File: src/rtl/da_fir_sequencer_pkg.sv
// Shared state encoding and result-width helper for the distributed-arithmetic FIR sequencer.
package da_fir_pkg;

  typedef enum logic [1:0] {
    IDLE,
    LOAD,
    SHIFT
  } seq_state_t;

  function automatic int sum_width(input int word_width, input int n);
    return word_width + $clog2(n);
  endfunction

endpackage

File: src/rtl/da_fir_sequencer_if.sv
// Sample/result handshakes plus subfilter-chain control and data for the DA FIR sequencer.
interface da_fir_sequencer_if #(
  parameter int WORD_WIDTH     = 16,
  parameter int NUM_SUBFILTERS = 2
);
  import da_fir_pkg::*;

  localparam int SUM_WIDTH = sum_width(WORD_WIDTH, NUM_SUBFILTERS);

  logic                                 in_valid;
  logic                                 in_ready;
  logic [WORD_WIDTH-1:0]                in_data;
  logic                                 en;
  logic                                 x_we;
  logic [WORD_WIDTH-1:0]                x;
  logic                                 ts;
  logic [NUM_SUBFILTERS*WORD_WIDTH-1:0] y_sub;
  logic                                 out_valid;
  logic                                 out_ready;
  logic signed [SUM_WIDTH-1:0]          out_data;

  modport master (
    input  in_valid, in_data, y_sub, out_ready,
    output in_ready, en, x_we, x, ts, out_valid, out_data
  );

  modport slave (
    output in_valid, in_data, y_sub, out_ready,
    input  in_ready, en, x_we, x, ts, out_valid, out_data
  );

endinterface

File: src/rtl/da_fir_sequencer_adder_tree.sv
// Combinational signed sum of the subfilter y words, each sign-extended to the result width.
module da_adder_tree
  import da_fir_pkg::*;
#(
  parameter int WORD_WIDTH     = 16,
  parameter int NUM_SUBFILTERS = 2,
  localparam int SUM_WIDTH     = sum_width(WORD_WIDTH, NUM_SUBFILTERS)
) (
  input  logic [NUM_SUBFILTERS*WORD_WIDTH-1:0] i_words,
  output logic signed [SUM_WIDTH-1:0]          o_sum
);

  logic signed [WORD_WIDTH-1:0] w_word;

  // Both operands are signed, so each word is sign-extended before the add.
  always_comb begin
    o_sum  = '0;
    w_word = '0;
    for (int i = 0; i < NUM_SUBFILTERS; i++) begin
      w_word = i_words[i*WORD_WIDTH +: WORD_WIDTH];
      o_sum  = o_sum + w_word;
    end
  end

endmodule

File: src/rtl/da_fir_sequencer.sv
// Sequencer for the bit-serial DA FIR: loads a sample, runs WORD_WIDTH shift cycles, and
// registers the summed subfilter outputs on the sign-bit cycle.
module da_fir_sequencer
  import da_fir_pkg::*;
#(
  parameter int WORD_WIDTH     = 16,
  parameter int NUM_SUBFILTERS = 2
) (
  input logic                clk,
  input logic                rst,
  da_fir_sequencer_if.master bus
);

  localparam int SUM_WIDTH = sum_width(WORD_WIDTH, NUM_SUBFILTERS);
  localparam int CNT_WIDTH = (WORD_WIDTH > 1) ? $clog2(WORD_WIDTH) : 1;
  localparam logic [CNT_WIDTH-1:0] LAST_BIT = CNT_WIDTH'(WORD_WIDTH - 1);

  seq_state_t                  r_state;
  seq_state_t                  w_nextState;
  logic [CNT_WIDTH-1:0]        r_bitCnt;
  logic [CNT_WIDTH-1:0]        w_nextBitCnt;
  logic                        r_en;
  logic                        r_xWe;
  logic                        r_ts;
  logic                        w_en;
  logic                        w_xWe;
  logic                        w_ts;
  logic [WORD_WIDTH-1:0]       r_x;
  logic                        r_outValid;
  logic signed [SUM_WIDTH-1:0] r_outData;
  logic signed [SUM_WIDTH-1:0] w_sum;
  logic                        w_inReady;
  logic                        w_accept;

  assign w_inReady = (r_state == IDLE) && (!r_outValid || bus.out_ready);
  assign w_accept  = w_inReady && bus.in_valid;

  always_ff @(posedge clk) begin
    if (rst) begin
      r_state  <= IDLE;
      r_bitCnt <= '0;
      r_en     <= 1'b0;
      r_xWe    <= 1'b0;
      r_ts     <= 1'b0;
    end else begin
      r_state  <= w_nextState;
      r_bitCnt <= w_nextBitCnt;
      r_en     <= w_en;
      r_xWe    <= w_xWe;
      r_ts     <= w_ts;
    end
  end

  always_comb begin
    w_nextState  = r_state;
    w_nextBitCnt = r_bitCnt;
    case (r_state)
      IDLE: begin
        if (w_accept) w_nextState = LOAD;
      end
      LOAD: begin
        w_nextState  = SHIFT;
        w_nextBitCnt = '0;
      end
      SHIFT: begin
        if (r_bitCnt == LAST_BIT) begin
          w_nextState  = IDLE;
          w_nextBitCnt = '0;
        end else begin
          w_nextBitCnt = r_bitCnt + CNT_WIDTH'(1);
        end
      end
      default: begin
        w_nextState  = IDLE;
        w_nextBitCnt = '0;
      end
    endcase
  end

  // Strobes are registered, so they are decoded from the upcoming state.
  always_comb begin
    w_en  = (w_nextState == SHIFT);
    w_xWe = (w_nextState == LOAD);
    w_ts  = (w_nextState == SHIFT) && (w_nextBitCnt == LAST_BIT);
  end

  da_adder_tree #(
    .WORD_WIDTH    (WORD_WIDTH),
    .NUM_SUBFILTERS(NUM_SUBFILTERS)
  ) u_adderTree (
    .i_words(bus.y_sub),
    .o_sum  (w_sum)
  );

  // A reload on the ts cycle takes priority over the consumer clearing the slot.
  always_ff @(posedge clk) begin
    if (rst) begin
      r_x        <= '0;
      r_outValid <= 1'b0;
      r_outData  <= '0;
    end else begin
      if (w_accept) r_x <= bus.in_data;
      if (r_ts) begin
        r_outData  <= w_sum;
        r_outValid <= 1'b1;
      end else if (r_outValid && bus.out_ready) begin
        r_outValid <= 1'b0;
      end
    end
  end

  assign bus.in_ready  = w_inReady;
  assign bus.en        = r_en;
  assign bus.x_we      = r_xWe;
  assign bus.ts        = r_ts;
  assign bus.x         = r_x;
  assign bus.out_valid = r_outValid;
  assign bus.out_data  = r_outData;

endmodule
File: src/flat_wrapper.sv
// flat-port wrapper written by rule: the top's interface ports become plain ports
module da_fir_sequencer_flat import da_fir_pkg::*;
#(
  parameter int WORD_WIDTH     = 16,
  parameter int NUM_SUBFILTERS = 2
)
  (clk, rst, bus_in_valid, bus_in_data, bus_y_sub, bus_out_ready, bus_in_ready, bus_en, bus_x_we, bus_x, bus_ts, bus_out_valid, bus_out_data);
  da_fir_sequencer_if #(.WORD_WIDTH(WORD_WIDTH), .NUM_SUBFILTERS(NUM_SUBFILTERS)) bus_i ();
  input logic clk;
  input logic rst;
  input wire logic [$bits(bus_i.in_valid)-1:0] bus_in_valid;
  input wire logic [$bits(bus_i.in_data)-1:0] bus_in_data;
  input wire logic [$bits(bus_i.y_sub)-1:0] bus_y_sub;
  input wire logic [$bits(bus_i.out_ready)-1:0] bus_out_ready;
  output wire logic [$bits(bus_i.in_ready)-1:0] bus_in_ready;
  output wire logic [$bits(bus_i.en)-1:0] bus_en;
  output wire logic [$bits(bus_i.x_we)-1:0] bus_x_we;
  output wire logic [$bits(bus_i.x)-1:0] bus_x;
  output wire logic [$bits(bus_i.ts)-1:0] bus_ts;
  output wire logic [$bits(bus_i.out_valid)-1:0] bus_out_valid;
  output wire logic [$bits(bus_i.out_data)-1:0] bus_out_data;
  assign bus_i.in_valid = bus_in_valid;
  assign bus_i.in_data = bus_in_data;
  assign bus_i.y_sub = bus_y_sub;
  assign bus_i.out_ready = bus_out_ready;
  assign bus_in_ready = bus_i.in_ready;
  assign bus_en = bus_i.en;
  assign bus_x_we = bus_i.x_we;
  assign bus_x = bus_i.x;
  assign bus_ts = bus_i.ts;
  assign bus_out_valid = bus_i.out_valid;
  assign bus_out_data = bus_i.out_data;
  da_fir_sequencer #(.WORD_WIDTH(WORD_WIDTH), .NUM_SUBFILTERS(NUM_SUBFILTERS)) u_core (.clk(clk), .rst(rst), .bus(bus_i));
endmodule
File: config.mk
export PLATFORM = sky130hd
export DESIGN_NAME = da_fir_sequencer_flat
export DESIGN_NICKNAME = d
export VERILOG_FILES = /design/src/rtl/da_fir_sequencer_pkg.sv /design/src/rtl/da_fir_sequencer_if.sv /design/src/rtl/da_fir_sequencer_adder_tree.sv /design/src/rtl/da_fir_sequencer.sv /design/src/flat_wrapper.sv
export SDC_FILE = /design/constraint.sdc
export NUM_CORES = 1
export LEC_CHECK = 0
export ABC_AREA = 1
export CORE_UTILIZATION = 47
export CTS_BUF_LIST = sky130_fd_sc_hd__clkbuf_8
export CTS_CLUSTER_SIZE = 24
export DETAILED_ROUTE_END_ITERATION = 10
export PLACE_DENSITY = 0.83
export REMOVE_ABC_BUFFERS = 1
export SLEW_MARGIN = 0
export SYNTH_ARGS = -nofsm -noshare
export SYNTH_HDL_FRONTEND = slang
export SYNTH_SLANG_ARGS = --single-unit
File: constraint.sdc
create_clock -name clk -period 1.9 [get_ports clk]
set_input_delay 0.38 -clock clk [delete_from_list [all_inputs] [get_ports clk]]
set_output_delay 0.38 -clock clk [all_outputs]
set_load 0.02 [all_outputs]
==> results by group <==
Finish
  – Final cell count without fillers: 587
  – Core Util, Final: 73.34%
  – Final #Nets: 586
  – # diodes: 0
  – Share of cells above drive strength 1: 9.478%
  – Layout area overhead: 47.25%

Drt
  – Met1 wire length: 2769 um
  – Routed len/inst: 11.14 um
  – Final antenna-violating net count: 0
  – Top layer in use: met4
  – Iter 0 DRT Violations: 119
  – Met3 Wirelength: 439 um
  – DRT Pass-1 Iters: 4
  – Vias: 2801
  – DRC viols: 0
  – DR WL met2: 3238 um
  – Final WL: 6538 um
  – Mean number of vias per cell: 4.772

CTS
  – Clk sinks: 43
  – Clk root buf: clkbuf_8
  – Hold-fix buffers, CTS: 0
  – Bufs on Longest Clock Path: 2
  – Cts bufs inserted: 5
  – CTS tree: done
  – Clock transition at path regs: 0.08 ns
  – Later-pin clock latency in the skew report: 0.30 ns
  – CTS H-tree depth: 2

Yosys
  – Number of flops mapped to enable cells by yosys: 0
  – Synth area leader: dfxtp_1
  – Syn. warnings: 0
  – Avg Inst Size Synth: 6.339 um2
  – Yosys cell types: 28
  – Register area share after synthesis: 33.20%
  – Ys async rst share: 0%
  – Synth top cells by count: nand2_1 (135), inv_1 (74), nand3_1 (44)
  – Area share of the largest cell type after synthesis: 33.20%
  – #FFs+latches synth: 43
  – Area contributors post-synth: dfxtp_1 (33%), nand2_1 (20%), inv_1 (11%), nand3_1 (8.5%), ha_1 (8.2%)
  – Syn Inst Count: 409
  – Cell with the most instances after synthesis: nand2_1
  – Main synth FF type: dfxtp_1
  – Mapped Area: 2592 um2

Place
  – RD Place Congestion: 0.8581
  – Placed insts: 579
  – Place WS: -0.3743 ns
  – Final HPWL DP: 4966 um
  – Number of port buffers: 89

GRT
  – First-pass GRT wire length: 10740 um
  – Antenna violations before repair: 0
  – Maximum number of pins on one net before global-route repair: 31
  – Total track usage: 22.67%
  – Vias in the first global route: 2570
  – Total gr overflow: 0

Setup path
  – Crit-path leading delay family: buffers and inverters
  – Critical-path top delay cell: clkdlybuf4s50_1
  – Cells along the critical path: clkdlybuf4s50_1 -> clkinv_1 -> a21oi_4 -> clkdlybuf4s15_1
  – Worst Path Arrival: 1.45 ns
  – CP Class: in -> out
  – Worst Reg-to-Reg Cells: 8
  – Max FO, Critical Path: 2
  – Max incr delay on CP: 0.47 ns
  – Number of cells on the critical path: 4
  – CP Launch Type: input port
  – Buf+Inv Stages, Crit Path: 3
  – Setup crit end kind: output pin
  – Worst Path Required: 1.52 ns

Status
  – Status: finished clean

Power and ir drop
  – Cell area power density: 569.2 nW/um2
  – Max VDD drop: 0.4813 mV
  – Leak pwr: 1.980 nW

Timing
  – Fin. Hold Viols: 0
  – Period minus WS final: 1.826 ns
  – Worst Hold Margin: 0.4686 ns
  – Max_slew headroom: 51.47%
  – Worst-Margin Slew: 0.7271 ns
  – Max Fclk: 547.6 MHz
  – Endpoints failing setup: 0
  – Period utilisation layout: 96.12%
  – Skew final: 0.009482 ns
  – Final slew viol count: 0
  – Fin worst setup slack: 0.07380 ns

Die
  – Total Die Area: 5817 um2
  – Starting Density: 49.81%
  – Ports: 90
  – Core ar.: 5205 um2
  – Height of the chip: 76.27 um
  – Num rows: 26
  – Die X: 76.27 um

Worst hold path
  – Min-Delay Path Class: reg -> reg
  – WHS Path Cells: 2

Job
  – Number of max-cap violations: 0
## worst register-to-register path, delay by kind of cell (launching register included)
kind                   cells  cell delay, ns
and+or+nand+nor            5            0.62
DFF                        1            0.35
buffers and inverters      2            0.20
AOI/OAI and AO/OA          1            0.12
## kinds of logic after synthesis
family                   count (synthesis)  synth area share, %
AND/OR/NAND/NOR                        234                38.03
buffers and inverters                   85                12.74
AO/OA/AOI/OAI                           25                5.695
adder cells (fa/ha/maj)                 18                8.977
XOR/XNOR                                 4                1.352
flip-flops                              43                33.20
## stage by stage
step / TNS, ns / power (mW) / area [um2]
after global routing: -0.02076 / 2.300 / 3817
after CTS: 0 / 2.155 / 3765
final: 0 / 2.173 / 3817
after floorplan: 0 / 1.300 / 2547
after global placement: -3.184 / 1.583 / 3676
after detailed placement: -3.800 / 1.597 / 3676
## report_power, final
group,total (mW),internal (mW),switching [mW]
clock network,0.572,0.252,0.320
registers,0.951,0.932,0.0183
logic,0.650,0.314,0.336
total,2.17,1.50,0.674
## flip-flops by register name, indices dropped and copies added, names as in the netlist
register,cells
u_core.bus.en,1
u_core.bus.out_data,17
u_core.bus.x,16
u_core.bus.x_we,1
u_core.r_state,2
u_core.bus.ts,1
u_core.bus.out_valid,1
u_core.r_bitCnt,4
## cell usage in the layout (no fill, tap or decap)
cell	instances
nor2_1	40
o21ai_0	7
nand2_1	126
nand3_2	1
nand2_2	9
nor2_2	1
or2_1	1
o22ai_1	1
buf_4	20
nand3b_1	2
xnor2_1	2
clkinvlp_4	1
a21oi_4	1
xor2_1	2
clkbuf_8	5
nor2_8	1
fa_2	1
a21oi_1	9
or2_4	1
clkinv_1	1
nor4_1	1
clkdlybuf4s15_1	1
ha_2	2
ha_1	15
and3_1	1
nand3_1	43
inv_2	1
o211ai_1	4
inv_1	75
nor3_1	5
dfxtp_1	43
clkinv_2	1
nand2_4	1
clkdlybuf4s50_1	85
a21oi_2	3
dlymetal6s2s_1	3
nand4_1	1
## per-layer routing
metal / track usage [%] / vias up
met5: 0 / -
met4: 6.346 / 0
met3: 7.066 / 10
met2: 39.10 / 81
met1: 26.97 / 1242
li1: - / 1468
## final timing paths
check                          startpoint                           end  slack (ns)
max                         bus_out_ready                  bus_in_ready        0.07
min          u_core.bus.x[1]$_SDFFE_PP0P_  u_core.bus.x[1]$_SDFFE_PP0P_        0.47
max reg2reg  u_core.r_state[0]$_SDFF_PP0_  u_core.bus.x[5]$_SDFFE_PP0P_        0.55
min reg2reg  u_core.bus.x[1]$_SDFFE_PP0P_  u_core.bus.x[1]$_SDFFE_PP0P_        0.47
## area by class of cell
cell class	count	area, um2
clock buffers	5	68.82
fillers	428	1388
repair buffers	109	1049
clock inverters	3	16.27
inverters	76	285.3
well taps	70	87.58
multi-input cells	281	1450
flip-flops and latches	43	860.8
## timing repair
item                                    4_1_cts  5_1_grt
pin swaps                                     0        9
resized for setup                             3       19
endpoints found under the hold margin         0        0
endpoints found under the setup margin        6       11
setup buffers                                 0        0
Power figures use the tool's default switching activity.
==> patch 1, RTL diff (same flow settings) <==
Encoding of `seq_state_t`: now one-hot (3 bits for 3 states).
--- a/src/rtl/da_fir_sequencer_pkg.sv
+++ b/src/rtl/da_fir_sequencer_pkg.sv
@@ -2,8 +2,8 @@
 package da_fir_pkg;
 
-  typedef enum logic [1:0] {
-    IDLE,
-    LOAD,
-    SHIFT
+  typedef enum logic [2:0] {
+    IDLE  = 3'b001,
+    LOAD  = 3'b010,
+    SHIFT = 3'b100
   } seq_state_t;
 
Function: no difference found for any inputs over 10 cycles, from zero or initial values and one cycle with rst high; not proved beyond that.
==> patch 1 against the original RTL <==
- clock skew is 0.0042 ns higher
- synthesized area up 1.4%
- sequential cell count up 1
- routed wire length up 9.0%
- hold slack better by 0.021 ns
- setup slack worse by 0.012 ns
- total power up 6.9%
- design area up 4.1%
- critical path type is now in2reg
- largest cell class unchanged
==> patch 1: results (changes against the original RTL) <==
Net Sw Power 736.2 uW (+9.2%); top cell family by delay on the critical path simple AND/OR/NAND/NOR gates; Clock Skew 0.01372 ns (+0.004238 ns); diode count 0 (unchanged); clk tree area frac 2.329% (+0.10 points); crit path max fanout 3 (+1); first-pass GRT wire length 11460 um (+6.7%); multi-input gates 285 (+1.4%); area post-placement 0.003722 mm^2 (+1.3%); FF/Latch Area 880.8 um^2 (+2.3%); vias in the first global route 2732 (+6.3%); placed cell count 584 (+0.86%); inverter count 73 (-3.9%); worst-margin pin slew 0.6772 ns (-0.04993 ns); CP Data Arrival Time 2.03 ns (+0.58 ns); met3 Usage GRT 5.714% (-1.4 points); CTS Buf Count 5 (unchanged); Routed met2 length 3568 um (+10%); slowest stage delay, CP 0.40 ns (-0.07 ns); Synth top cells by count nand2_1 (104), nor2_1 (76), inv_1 (72); DR iter-0 viols 126 (+5.9%); fin cells 596 (+1.5%); count of non-CTS buffers in the layout 116 (+6.4%); # clock sinks 44 (+2.3%); R2R Setup Slk 0.52 ns (-0.03 ns); Gate Count Post-Synth 411 (+0.49%); routed len/inst 11.95 um (+7.3%); Reg2Reg Launch Point u_core.r_state[1]; buffer share of cell area 27.67% (+0.20 points); dpl ws -0.4061 ns (-0.03182 ns); status finished, final reports clean; Hold Path Sink u_core.bus.out_data[5]; Min Hold Slack 0.4896 ns (+0.02100 ns); sequential area share after synthesis 33.51% (+0.30 points); DP Wirelength 5298 um (+6.7%); Seq/total area 22.16% (-0.39 points); gpl congestion 0.8843 (+3.1%); fraction of layout instances using a drive strength above 1 12.93% (+3.5 points); Synth area leaders dfxtp_1 (34%), nand2_1 (15%), nor2_1 (11%), inv_1 (10%), ha_1 (8.1%); reg2reg end u_core.bus.x[0]; GR Util met2 43.21% (+4.1 points); total track usage 23.77% (+1.1 points); Pleak 0.001961 uW (-0.97%); hold_sp u_core.bus.out_data[5]; multi-input logic area 0.001535 mm^2 (+5.9%); fill count 399 (-6.8%); Setup WS post-layout 0.06163 ns (-0.01217 ns); Max VDD drop 478.5 uV (-0.57%); drt via density 4.834 (+1.3%); CP Capture Point u_core.bus.out_data[11]; met1 Use GR 27.33% (+0.36 points)
==> patch 1: changes by cell type after synthesis, sizes merged, moves of 2 or more <==
cell and delta:
inv -2, clkbuf +2, buf -2, nand2 -30, nand3 -16, nor2 +35, o21ai +16
==> patch 1: power groups by stage <==
stage | clock network (uW) | logic [uW] | registers [uW]
after floorplan | 0 | 316 | 1040
after global placement | 0 | 666 | 999
after detailed placement | 0 | 687 | 1000
after CTS | 612 | 691 | 980
after global routing | 643 | 824 | 986
final | 595 | 747 | 981
==> patch 1: cell families after synthesis <==
logic type | synth area share (%)
compound gates | 8.854
xor+xnor | 1.333
fa+ha+maj | 8.853
buf+inv | 12.80
flops | 33.51
simple gates | 34.65
==> patch 1: repair_timing <==
action	4_1_cts	5_1_grt
buffers inserted	0	4
setup endpoints to repair	7	11
pin swaps	1	9
resized for setup	4	25
==> patch 2, RTL diff (config.mk and constraints unchanged) <==
Without the edit above. `WORD_WIDTH` is set to 16 in 4 places; all go to 32.
--- a/src/rtl/da_fir_sequencer_if.sv
+++ b/src/rtl/da_fir_sequencer_if.sv
@@ -1,5 +1,5 @@
 // Sample/result handshakes plus subfilter-chain control and data for the DA FIR sequencer.
 interface da_fir_sequencer_if #(
-  parameter int WORD_WIDTH     = 16,
+  parameter int WORD_WIDTH     = 32,
   parameter int NUM_SUBFILTERS = 2
 );
--- a/src/rtl/da_fir_sequencer_adder_tree.sv
+++ b/src/rtl/da_fir_sequencer_adder_tree.sv
@@ -3,5 +3,5 @@
   import da_fir_pkg::*;
 #(
-  parameter int WORD_WIDTH     = 16,
+  parameter int WORD_WIDTH     = 32,
   parameter int NUM_SUBFILTERS = 2,
   localparam int SUM_WIDTH     = sum_width(WORD_WIDTH, NUM_SUBFILTERS)
--- a/src/rtl/da_fir_sequencer.sv
+++ b/src/rtl/da_fir_sequencer.sv
@@ -4,5 +4,5 @@
   import da_fir_pkg::*;
 #(
-  parameter int WORD_WIDTH     = 16,
+  parameter int WORD_WIDTH     = 32,
   parameter int NUM_SUBFILTERS = 2
 ) (
--- a/src/flat_wrapper.sv
+++ b/src/flat_wrapper.sv
@@ -2,5 +2,5 @@
 module da_fir_sequencer_flat import da_fir_pkg::*;
 #(
-  parameter int WORD_WIDTH     = 16,
+  parameter int WORD_WIDTH     = 32,
   parameter int NUM_SUBFILTERS = 2
 )
Interface: changed (resized bus_in_data, bus_out_data, bus_x and bus_y_sub); port bits go from 90 to 170. No check against the original RTL was run, so the function may have changed too.
==> patch 2 against the original RTL <==
- total power rose by 110%
- global-route usage up 2.9 points
- synthesized area grew 110%
- clock skew increased by 0.0045 ns
- design area up 120%
- first-iteration DRC count increased to 3.8 times the old value
- sequential power grew 76%
- setup slack lost 0.024 ns
- sequential cell count grew 33
- register-to-register slack worse by 0.46 ns
- routed wire length rose to 2.6 times the old value
- critical path type is now in2reg
- critical endpoint is now u_core.bus.out_data[26]
==> patch 2: results (changes against the original RTL) <==
status finished, final reports clean; drt via density 4.971 (+4.2%); gpl congestion 0.8852 (+3.2%); Pleak 0.004219 uW (+110%); CTS Buf Count 9 (+4); CP Data Arrival Time 2.11 ns (+0.66 ns); library cells used by synthesis 29 (+3.6%); dpl ws -0.5607 ns (-0.1865 ns); Crit. Startpoint bus_y_sub[38]; xor-xnor portion of the synthesized cell area 2.605% (+1.3 points); CP Capture Point u_core.bus.out_data[26]; Reg2Reg Launch Point u_core.r_bitCnt[0]; htree depth 3 (+1); Synth area leaders dfxtp_1 (28%), nand2_1 (20%), inv_1 (12%), ha_1 (7.9%), nor2_1 (7.8%); placed cell count 1242 (+110%); total track usage 25.61% (+2.9 points); crit path max fanout 4 (+2); Gate Count Post-Synth 906 (+120%); Post-Synth Adder-Cell Area 8.279% (-0.70 points); hold_sp u_core.bus.x[11]; Max VDD drop 376.7 uV (-22%); CP Capture Type flop; fraction of layout instances using a drive strength above 1 16.43% (+7.0 points); R2R Setup Slk 0.09 ns (-0.46 ns); Clock Skew 0.01396 ns (+0.004479 ns); sequential area share after synthesis 28.28% (-4.9 points); DR iter-0 viols 450 (+280%); Routed met2 length 8129 um (+150%); worst-margin pin slew 0.5897 ns (-0.1374 ns); DP Wirelength 11730 um (+140%); worst-skew pair later-pin latency 0.36 ns (+0.06 ns); Metal-1 WL 7238 um (+160%); largest net degree at the start of global routing 40 (+29%); Compound-Gate Fraction of Synth Area 8.279% (+2.6 points); max reg flops 33 (+16); met3 wire length 1292 um (+190%); first-pass GRT wire length 24020 um (+120%); setup repair bufs after CTS 1 (+1); Final period util 97.38% (+1.3 points); Routed WL 17000 um (+160%); Synth top cells by count nand2_1 (285), inv_1 (165), nor2_1 (112)
-- patch 2: cell type report --
class	count	area, um^2
tap	140	175.2
sequential	76	1523
clock buffer	10	137.6
fill	831	2710
clock inverter	6	70.07
timing repair buffer	223	2155
inverter	168	630.6
multi-input combinational	637	3582
-- patch 2: worst max-delay path: stages --
cell and delay [ns]:
clkdlybuf4s50_1 0.45, ha_4 0.32, nand2_2 0.09, nor2_1 0.21
nand3_1 0.15, nand3_2 0.13, nand2_1 0.08, nand4_1 0.07
nand3_1 0.10, nand2_1 0.08, inv_1 0.03
-- patch 2: report_power, final --
group	switching, uW	internal [uW]	leakage (uW)
sequential	25.5	1640	0.000618
combinational	879	781	0.00351
clock	687	652	0.0000955
total	1590	3080	0.00422
-- patch 2: metal layers --
metal  vias to the layer above  GRT usage (%)
li1                       3171              -
met2                       266          44.79
met3                        37          5.081
met4                         0          8.301
met1                      2790          31.22
met5                         -              0
